$ cat src/rtl/ex_mem_pipe_reg.sv
// EX/MEM pipeline boundary: valid/ready handshake, two-entry skid buffer, synchronous flush.
// MEM/WB control outputs are forced to zero whenever no valid entry is presented.
module ex_mem_pipe_reg #(
    parameter int XLEN         = 32,
    parameter int REG_AW       = 5,
    parameter int ALU_SIG_W    = 4,
    parameter int MEM_SIG_W    = 5,
    parameter int WB_SIG_W     = 5,
    parameter int MEMWRITE_BIT = 0
) (
    input  logic                 clk,
    input  logic                 rst,
    input  logic                 in_valid,
    output logic                 in_ready,
    input  logic                 flush,
    input  logic [XLEN-1:0]      pc_in,
    input  logic [XLEN-1:0]      inst_in,
    input  logic [XLEN-1:0]      imm_in,
    input  logic [XLEN-1:0]      aluout_in,
    input  logic [XLEN-1:0]      RD2_in,
    input  logic [ALU_SIG_W-1:0] alu_signal_in,
    input  logic [MEM_SIG_W-1:0] MEM_signal_in,
    input  logic [WB_SIG_W-1:0]  WB_signal_in,
    input  logic [REG_AW-1:0]    rd_in,
    output logic                 out_valid,
    input  logic                 out_ready,
    output logic [XLEN-1:0]      pc_out,
    output logic [XLEN-1:0]      inst_out,
    output logic [XLEN-1:0]      imm_out,
    output logic [XLEN-1:0]      aluout_out,
    output logic [XLEN-1:0]      RD2_out,
    output logic [ALU_SIG_W-1:0] alu_signal_out,
    output logic [REG_AW-1:0]    rd_out,
    output logic [MEM_SIG_W-1:0] MEM_signal_out,
    output logic [WB_SIG_W-1:0]  WB_signal_out,
    output logic                 MemWrite_out,
    output logic [1:0]           occupancy
);

    // Bundle layout, LSB first: rd, WB, MEM, ALU, RD2, aluout, imm, inst, pc.
    localparam int RD_LSB     = 0;
    localparam int WB_LSB     = RD_LSB + REG_AW;
    localparam int MEM_LSB    = WB_LSB + WB_SIG_W;
    localparam int ALU_LSB    = MEM_LSB + MEM_SIG_W;
    localparam int RD2_LSB    = ALU_LSB + ALU_SIG_W;
    localparam int ALUOUT_LSB = RD2_LSB + XLEN;
    localparam int IMM_LSB    = ALUOUT_LSB + XLEN;
    localparam int INST_LSB   = IMM_LSB + XLEN;
    localparam int PC_LSB     = INST_LSB + XLEN;
    localparam int BUNDLE_W   = PC_LSB + XLEN;

    typedef enum logic [1:0] {
        ST_EMPTY = 2'd0,
        ST_ONE   = 2'd1,
        ST_FULL  = 2'd2
    } state_t;

    state_t                state_r;
    state_t                state_nx_s;
    logic [BUNDLE_W-1:0]   main_r;
    logic [BUNDLE_W-1:0]   skid_r;
    logic [BUNDLE_W-1:0]   main_nx_s;
    logic [BUNDLE_W-1:0]   skid_nx_s;
    logic [BUNDLE_W-1:0]   in_bundle_s;
    logic                  in_ready_r;
    logic                  out_valid_r;
    logic [1:0]            occupancy_r;
    logic [MEM_SIG_W-1:0]  mem_out_r;
    logic [WB_SIG_W-1:0]   wb_out_r;
    logic                  memwrite_r;
    logic                  in_fire_s;
    logic                  out_fire_s;
    logic                  valid_nx_s;
    logic                  in_ready_nx_s;
    logic [1:0]            occupancy_nx_s;
    logic [MEM_SIG_W-1:0]  mem_out_nx_s;
    logic [WB_SIG_W-1:0]   wb_out_nx_s;
    logic                  memwrite_nx_s;

    assign in_bundle_s = {pc_in, inst_in, imm_in, aluout_in, RD2_in,
                          alu_signal_in, MEM_signal_in, WB_signal_in, rd_in};
    assign in_fire_s   = in_valid & in_ready_r;
    assign out_fire_s  = out_valid_r & out_ready;

    // Next-state and storage selection; flush overrides the state but leaves stale data in place.
    always_comb begin
        state_nx_s = state_r;
        main_nx_s  = main_r;
        skid_nx_s  = skid_r;
        case (state_r)
            ST_EMPTY: begin
                if (in_fire_s) begin
                    state_nx_s = ST_ONE;
                    main_nx_s  = in_bundle_s;
                end else begin
                    state_nx_s = ST_EMPTY;
                end
            end
            ST_ONE: begin
                if (in_fire_s && out_fire_s) begin
                    main_nx_s = in_bundle_s;
                end else if (in_fire_s) begin
                    state_nx_s = ST_FULL;
                    skid_nx_s  = in_bundle_s;
                end else if (out_fire_s) begin
                    state_nx_s = ST_EMPTY;
                end else begin
                    state_nx_s = ST_ONE;
                end
            end
            ST_FULL: begin
                if (out_fire_s) begin
                    state_nx_s = ST_ONE;
                    main_nx_s  = skid_r;
                end else begin
                    state_nx_s = ST_FULL;
                end
            end
            default: begin
                state_nx_s = ST_EMPTY;
            end
        endcase
        if (flush) begin
            state_nx_s = ST_EMPTY;
            main_nx_s  = main_r;
            skid_nx_s  = skid_r;
        end else begin
            state_nx_s = state_nx_s;
        end
    end

    // Handshake and bubble-masked control values for the next cycle, so every output is a flop.
    always_comb begin
        valid_nx_s    = (state_nx_s != ST_EMPTY);
        in_ready_nx_s = (state_nx_s != ST_FULL);
        case (state_nx_s)
            ST_EMPTY: occupancy_nx_s = 2'd0;
            ST_ONE:   occupancy_nx_s = 2'd1;
            ST_FULL:  occupancy_nx_s = 2'd2;
            default:  occupancy_nx_s = 2'd0;
        endcase
        if (valid_nx_s) begin
            mem_out_nx_s  = main_nx_s[MEM_LSB +: MEM_SIG_W];
            wb_out_nx_s   = main_nx_s[WB_LSB +: WB_SIG_W];
            memwrite_nx_s = main_nx_s[MEM_LSB + MEMWRITE_BIT];
        end else begin
            mem_out_nx_s  = {MEM_SIG_W{1'b0}};
            wb_out_nx_s   = {WB_SIG_W{1'b0}};
            memwrite_nx_s = 1'b0;
        end
    end

    // State, storage and registered output flops.
    always_ff @(posedge clk or negedge rst) begin
        if (!rst) begin
            state_r     <= ST_EMPTY;
            main_r      <= {BUNDLE_W{1'b0}};
            skid_r      <= {BUNDLE_W{1'b0}};
            in_ready_r  <= 1'b1;
            out_valid_r <= 1'b0;
            occupancy_r <= 2'd0;
            mem_out_r   <= {MEM_SIG_W{1'b0}};
            wb_out_r    <= {WB_SIG_W{1'b0}};
            memwrite_r  <= 1'b0;
        end else begin
            state_r     <= state_nx_s;
            main_r      <= main_nx_s;
            skid_r      <= skid_nx_s;
            in_ready_r  <= in_ready_nx_s;
            out_valid_r <= valid_nx_s;
            occupancy_r <= occupancy_nx_s;
            mem_out_r   <= mem_out_nx_s;
            wb_out_r    <= wb_out_nx_s;
            memwrite_r  <= memwrite_nx_s;
        end
    end

    assign in_ready       = in_ready_r;
    assign out_valid      = out_valid_r;
    assign occupancy      = occupancy_r;
    assign MEM_signal_out = mem_out_r;
    assign WB_signal_out  = wb_out_r;
    assign MemWrite_out   = memwrite_r;
    assign pc_out         = main_r[PC_LSB +: XLEN];
    assign inst_out       = main_r[INST_LSB +: XLEN];
    assign imm_out        = main_r[IMM_LSB +: XLEN];
    assign aluout_out     = main_r[ALUOUT_LSB +: XLEN];
    assign RD2_out        = main_r[RD2_LSB +: XLEN];
    assign alu_signal_out = main_r[ALU_LSB +: ALU_SIG_W];
    assign rd_out         = main_r[RD_LSB +: REG_AW];

endmodule

$ cat config.mk
export PLATFORM = sky130hd
export DESIGN_NAME = ex_mem_pipe_reg
export DESIGN_NICKNAME = d
export VERILOG_FILES = /design/src/rtl/ex_mem_pipe_reg.sv
export SDC_FILE = /design/constraint.sdc
export NUM_CORES = 1
export LEC_CHECK = 0
export ABC_AREA = 1
export BUFFER_PORTS_ARGS = -buffer_cell sky130_fd_sc_hd__buf_2
export CORE_ASPECT_RATIO = 0.5
export CORE_MARGIN = 4
export CORE_UTILIZATION = 36
export CTS_CLUSTER_DIAMETER = 40
export DETAILED_ROUTE_END_ITERATION = 12
export MAX_ROUTING_LAYER = met4
export PLACE_DENSITY = 0.57
export SYNTH_ARGS = -nofsm -noshare
export SYNTH_HDL_FRONTEND = slang
export SYNTH_SLANG_ARGS = --single-unit
export TNS_END_PERCENT = 30
$ cat constraint.sdc
create_clock -name clk -period 1.88 [get_ports clk]
set_input_delay 0.282 -clock clk [delete_from_list [all_inputs] [get_ports clk]]
set_output_delay 0.282 -clock clk [all_outputs]
set_load 0.01 [all_outputs]
# Yosys cells after proc, flatten, opt, wreduce, memory -nomap -nowiden
# Index checks and enable logic that the tools add are counted.
[classes]
n_reduce_logical = 6
n_eq_ne = 8
mux = 16
bitwise_logic = 4
[op_table]
columns = ["op", "count"]
rows = [
  ["$mux W179", 3],
  ["$pmux W179 S3", 1],
  ["$mux W15", 1],
  ["$mux W5", 2],
  ["$mux W2", 4],
  ["$ne A2 B2 Y1 const B", 4],
  ["$pmux W2 S3", 1],
  ["$reduce_and A5 Y1", 1],
  ["$eq A2 B1 Y1 const B", 2],
  ["$eq A2 B2 Y1 const B", 2],
  ["$pmux W2 S2", 1],
  ["$reduce_and A4 Y1", 1],
  ["$mux W1", 3],
  ["$reduce_bool A3 Y1", 1],
  ["$and A1 B1 Y1", 2],
  ["$logic_not A2 Y1", 1],
  ["$not A1 Y1", 2],
  ["$reduce_bool A2 Y1", 1],
  ["$logic_and A1 B1 Y1", 1],
]
[totals]
out_inout_bits = 184
regBits = 375
wordCells = 44

# Longest topological paths before layout
[logic_depth]
word_depth = 8
ltp_mapped = 10
mapped_depth_nobuf = 9

# Worst setup path before layout
# No wires, ideal clock.
[synth_timing]
path_type = "register to register"
from = "reg in_ready_r, in the netlist in_ready"
to = "reg main_r[0]"
slack_ns = 0.234
n_path_buf = 2
arrival_time_ns = 1.525
synth_period_minus_slack_ns = 1.646
setup_ns = 0.121
stages_incl_launch_ff = 8
required_ns = 1.759
path_cell_list = "dfstp_2 -> nand2_1 -> nand2_1 -> inv_2 -> nor3_4 -> buf_2 -> buf_2 -> o21ai_1"
[synth_via]
elab_chain_len = 4
word_cells_on_any_way = 5
classes_between = "eq/ne: 2; bitwise: 1; reduce/logical: 2"
[synth_rtl]
columns = ["element", "line_no", "rtl"]
rows = [
  ["start, declared", "65", "logic in_ready_r;"],
  ["start signal, assigned", "169", "in_ready_r <= in_ready_nx_s;"],
  ["$and A1 B1 Y1 (*)", "82", "assign in_fire_s = in_valid & in_ready_r;"],
  ["$logic_and A1 B1 Y1", "100", "if (in_fire_s && out_fire_s) begin"],
  ["$ne A2 B2 Y1 (no source line)", "n/a", ""],
  ["$reduce_and A5 Y1 (no source line) (*)", "n/a", ""],
  ["end signal, assigned", "157", "main_r <= {BUNDLE_W{1'b0}};"],
  ["end signal, assigned", "167", "main_r <= main_nx_s;"],
  ["end, declared", "60", "logic [BUNDLE_W-1:0] main_r;"],
]
# Mark *: on every way between the ends. The rest lies on a longest branch, timed or not.
# A chain may end at the register's enable or synchronous reset.

# Worst setup path after layout
[layout_timing]
from = "reg in_ready_r, in the netlist in_ready"
to = "reg main_r[34]"
# The elaborated chain is that of the path after synthesis.

==> reports/qor.yml <==
clock_tree:
  ctsLongestPathBuffers: 3
  cts.root.buffer_cell: "sky130_fd_sc_hd__clkbuf_16"
  tritoncts_clock_tree: "yes"
  clk-insertion-delay-late_ns: 0.55
  htreeDepth: 2
  clkTransAtPathRegs_ns: 0.06
  clock_sinks: 374
  tritoncts.num_buffers: 43
placement:
  routability_cong: 0.815
  post-place-cells: 2995
  sum_of_net_half_perimeters_after_detailed_placement_um: 32100
  io_buffers: 367
critical_path:
  start_kind: "flop"
  timing.critical_path.slowest_cell_delay_ns: 0.56
  critical_path_class: "flop to flop"
  crit_path_max_delay_cell_type: "sky130_fd_sc_hd__dfstp_2"
  critPathArrivalTime_ns: 2.31
  cp.buffers_inverters: 3
  end_kind: "flop"
  worst-path-max-fanout: 18
  path_cells: "nand2_4, nor2_2, nor2_2, nor3_4, buf_6, clkbuf_16, clkbuf_16, nand2_1, o21ai_1"
  critical_path_required_ns: 2.35
  cpLargestDelayFamily: "flip-flops"
yosys:
  syn_area_per_cell_um2: 8.09
  register_bit_total_from_synthesis: 374
  netlist_area_um2: 18000
  netlist.top_cell.by_area: "sky130_fd_sc_hd__dfrtp_1"
  post_synth_main_area_contributors: "sky130_fd_sc_hd__dfrtp_1, sky130_fd_sc_hd__o21ai_0, sky130_fd_sc_hd__nand2_1"
  synth_top_cell_area_share: 0.519
  synth_cell_types: 19
  synth_nets: 2406
  synthesized_instance_count: 2222
  ys_warn_count: 0
  sequential_cell_area_fraction_in_the_yosys_report: 0.520
timing:
  fin_worst_skew_ns: 0.0155
  min_period_over_period: 0.975
  tightestPinTransition_ns: 0.387
  fmax_ghz: 0.545
  period_needed_ns: 1.83
  setup_violations: 0
  slew-limit-headroom: 0.742
  finalHoldViolations: 0
  count_of_final_max_slew_check_failures: 0
grt:
  groute.usage.overall: 0.186
  vias_in_the_first_global_route: 14700
  pin_count_of_the_biggest_net_entering_global_routing: 67
  grt_first_pass_wirelength_um: 79400
  antenna_violations_before_repair: 1
  grt_remaining_overflow: 0
die:
  dieHeight_um: 166
  start_util: 0.368
  full_die_area_um2: 53800
  placementRows: 57
  boundaryPins: 368
  design.core.area_um2: 48900
  dieWidth_um: 324
detailed_routing:
  vias_per_cell: 4.64
  drt-initial-drc-count: 1181
  totalWireLength_um: 49600
  antenna_violating_nets_post_route: 0
  wl_per_cell_um: 15.5
  drc: 0
  vias_post_dr: 14800
  drtPass1Iterations: 6
pwr:
  switching_share: 0.325
  power_density_nw_per_um2: 1260
  p_clk_frac: 0.310
  power.net_switching_mw: 9.24
  power_leakage_nw: 11.5
  share_seq_of_total_power: 0.445
  peak_supply_drop_uv: 676
  internal_power_mw: 19.2
  power.combinational.fraction: 0.246
cells_and_area:
  final_nets: 2695
  ratio_of_cells_with_drive_above_1_in_the_final_layout: 0.209
  post-route-util: 0.461
  syn_to_final_growth_pct: 25.4
  fillers: 4814
  finish.cell_count_without_fillers: 3195
run_status:
  run_status: "finished clean"
run:
  max_cap_violations: 0
worst_hold_path:
  timing.hold.worst.class: "input pin to flop"
[through the flow]
step | total power [mW] | worst slack (ns) | hold WS (ns) | instance area [um^2] | TNS, ns
floorplan | 17.7 | 0.234 | -0.0136 | 18000 | 0
global placement | 19.3 | 0.0648 | 0.188 | 19700 | 0
detailed placement | 19.5 | 0.0237 | 0.191 | 19700 | 0
CTS | 28.7 | 0.0130 | 0.000000555 | 22300 | 0
global route | 30.4 | -0.0459 | 0.00571 | 22500 | -0.569
finish | 28.5 | 0.0463 | 0.0201 | 22600 | 0
[final timing paths]
kind                               end   startpoint  slack, ns  cells after the start
setup / recovery            main_r[34]     in_ready       0.05                      9
hold / removal             skid_r[147]     pc_in[0]       0.02                      3
setup reg to reg            main_r[34]     in_ready       0.05                      9
hold reg to reg            skid_r[153]  skid_r[153]       0.48                      2
max in group asynchronous   skid_r[81]          rst       0.98                      3
min in group asynchronous  main_r[166]          rst       0.21                      2
[placed cells by master (no fill, tap or decap), types with 5 or more instances in the layout]
master,netlist,routed
sky130_fd_sc_hd__buf_12,0,29
sky130_fd_sc_hd__buf_16,0,6
sky130_fd_sc_hd__buf_2,57,366
sky130_fd_sc_hd__buf_4,172,24
sky130_fd_sc_hd__buf_6,0,5
sky130_fd_sc_hd__clkbuf_1,70,6
sky130_fd_sc_hd__clkbuf_16,0,50
sky130_fd_sc_hd__clkbuf_8,0,7
sky130_fd_sc_hd__clkinv_4,0,5
sky130_fd_sc_hd__dfrtp_1,373,372
sky130_fd_sc_hd__dlygate4sd3_1,0,111
sky130_fd_sc_hd__inv_1,375,375
sky130_fd_sc_hd__inv_6,0,5
sky130_fd_sc_hd__mux2_2,10,10
sky130_fd_sc_hd__nand2_1,411,408
sky130_fd_sc_hd__nand3_1,190,189
sky130_fd_sc_hd__nor2_1,40,38
sky130_fd_sc_hd__o21ai_0,346,345
sky130_fd_sc_hd__o21ai_1,164,165
[sequential cells by signal (all words and copies together) (netlist names)]
| register | flops |
|---|---|
| skid_r | 179 |
| in_ready | 1 |
| MEM_signal_out | 5 |
| state_r | 2 |
| out_valid | 1 |
| WB_signal_out | 5 |
| main_r | 179 |
| occupancy | 2 |
[power groups by stage]
stage | Sequential, mW | Combinational, mW | Clock (mW)
2_1_floorplan | 12.3 | 5.42 | 0
3_3_place_gp | 12.7 | 6.59 | 0
3_5_place_dp | 12.7 | 6.73 | 0
4_1_cts | 12.6 | 6.94 | 9.08
5_1_grt | 13.0 | 8.01 | 9.45
6_report | 12.7 | 7.00 | 8.81
[per-layer routing]
| metal | wire length [um] | part of all wire | vias up | global-route usage |
|---|---|---|---|---|
| met3 | 1520 | 0.031 | 92 | 0.0279 |
| li1 | - | - | 7376 | - |
| met2 | 25800 | 0.52 | 235 | 0.326 |
| met5 | 0 | 0 | - | - |
| met4 | 1440 | 0.029 | 0 | 0.0565 |
| met1 | 20800 | 0.42 | 7126 | 0.220 |
[layout make-up]
type                       count  area (um^2)  area share
sequential                   374         9360       0.415
tap                          649          812      0.0360
inverter                     380         1430      0.0635
antenna                        2         5.00    0.000222
clock inverter                20          248      0.0110
multi-input combinational   1165         5380       0.239
clock buffer                  58         1240      0.0552
timing repair buffer         547         4070       0.180
[synth_stat cells]
| cell | instances |
|---|---|
| sky130_fd_sc_hd__a21oi_1 | 1 |
| sky130_fd_sc_hd__buf_1 | 4 |
| sky130_fd_sc_hd__buf_2 | 57 |
| sky130_fd_sc_hd__buf_4 | 172 |
| sky130_fd_sc_hd__clkbuf_1 | 70 |
| sky130_fd_sc_hd__clkinv_1 | 1 |
| sky130_fd_sc_hd__dfrtp_1 | 373 |
| sky130_fd_sc_hd__dfstp_2 | 1 |
| sky130_fd_sc_hd__inv_1 | 375 |
| sky130_fd_sc_hd__inv_2 | 4 |
| sky130_fd_sc_hd__mux2_2 | 10 |
| sky130_fd_sc_hd__nand2_1 | 411 |
| sky130_fd_sc_hd__nand3_1 | 190 |
| sky130_fd_sc_hd__nand4_1 | 1 |
| sky130_fd_sc_hd__nor2_1 | 40 |
| sky130_fd_sc_hd__nor2_2 | 1 |
| sky130_fd_sc_hd__nor3_4 | 1 |
| sky130_fd_sc_hd__o21ai_0 | 346 |
| sky130_fd_sc_hd__o21ai_1 | 164 |
[worst register-to-register path, stage by stage, from the launching register on]
cell	delay, ns
sky130_fd_sc_hd__dfstp_2	0.56
sky130_fd_sc_hd__nand2_4	0.07
sky130_fd_sc_hd__nor2_2	0.12
sky130_fd_sc_hd__nor2_2	0.06
sky130_fd_sc_hd__nor3_4	0.26
sky130_fd_sc_hd__buf_6	0.16
sky130_fd_sc_hd__clkbuf_16	0.20
sky130_fd_sc_hd__clkbuf_16	0.20
sky130_fd_sc_hd__nand2_1	0.06
sky130_fd_sc_hd__o21ai_1	0.07
[what timing repair did]
action	4_1_cts	5_1_grt
cloned	0	6
endpoints found under the hold margin	236	0
setup endpoints to repair	3	153
hold buffers	111	0
pin swaps	0	1
buffers inserted	0	3
gates resized for setup	2	15
[kinds of logic (layout without fill, tap and decap cells)]
kind of cell           after synthesis  in the layout  share of synthesized area
AO/OA/AOI/OAI                      511            511                      0.142
buffers and inverters              683           1005                      0.182
flip-flops                         374            374                      0.520
multiplexers                        10             10                    0.00626
other                                0              2                          0
AND/OR/NAND/NOR                    644            644                      0.149
(Power assumes the default switching activity.)
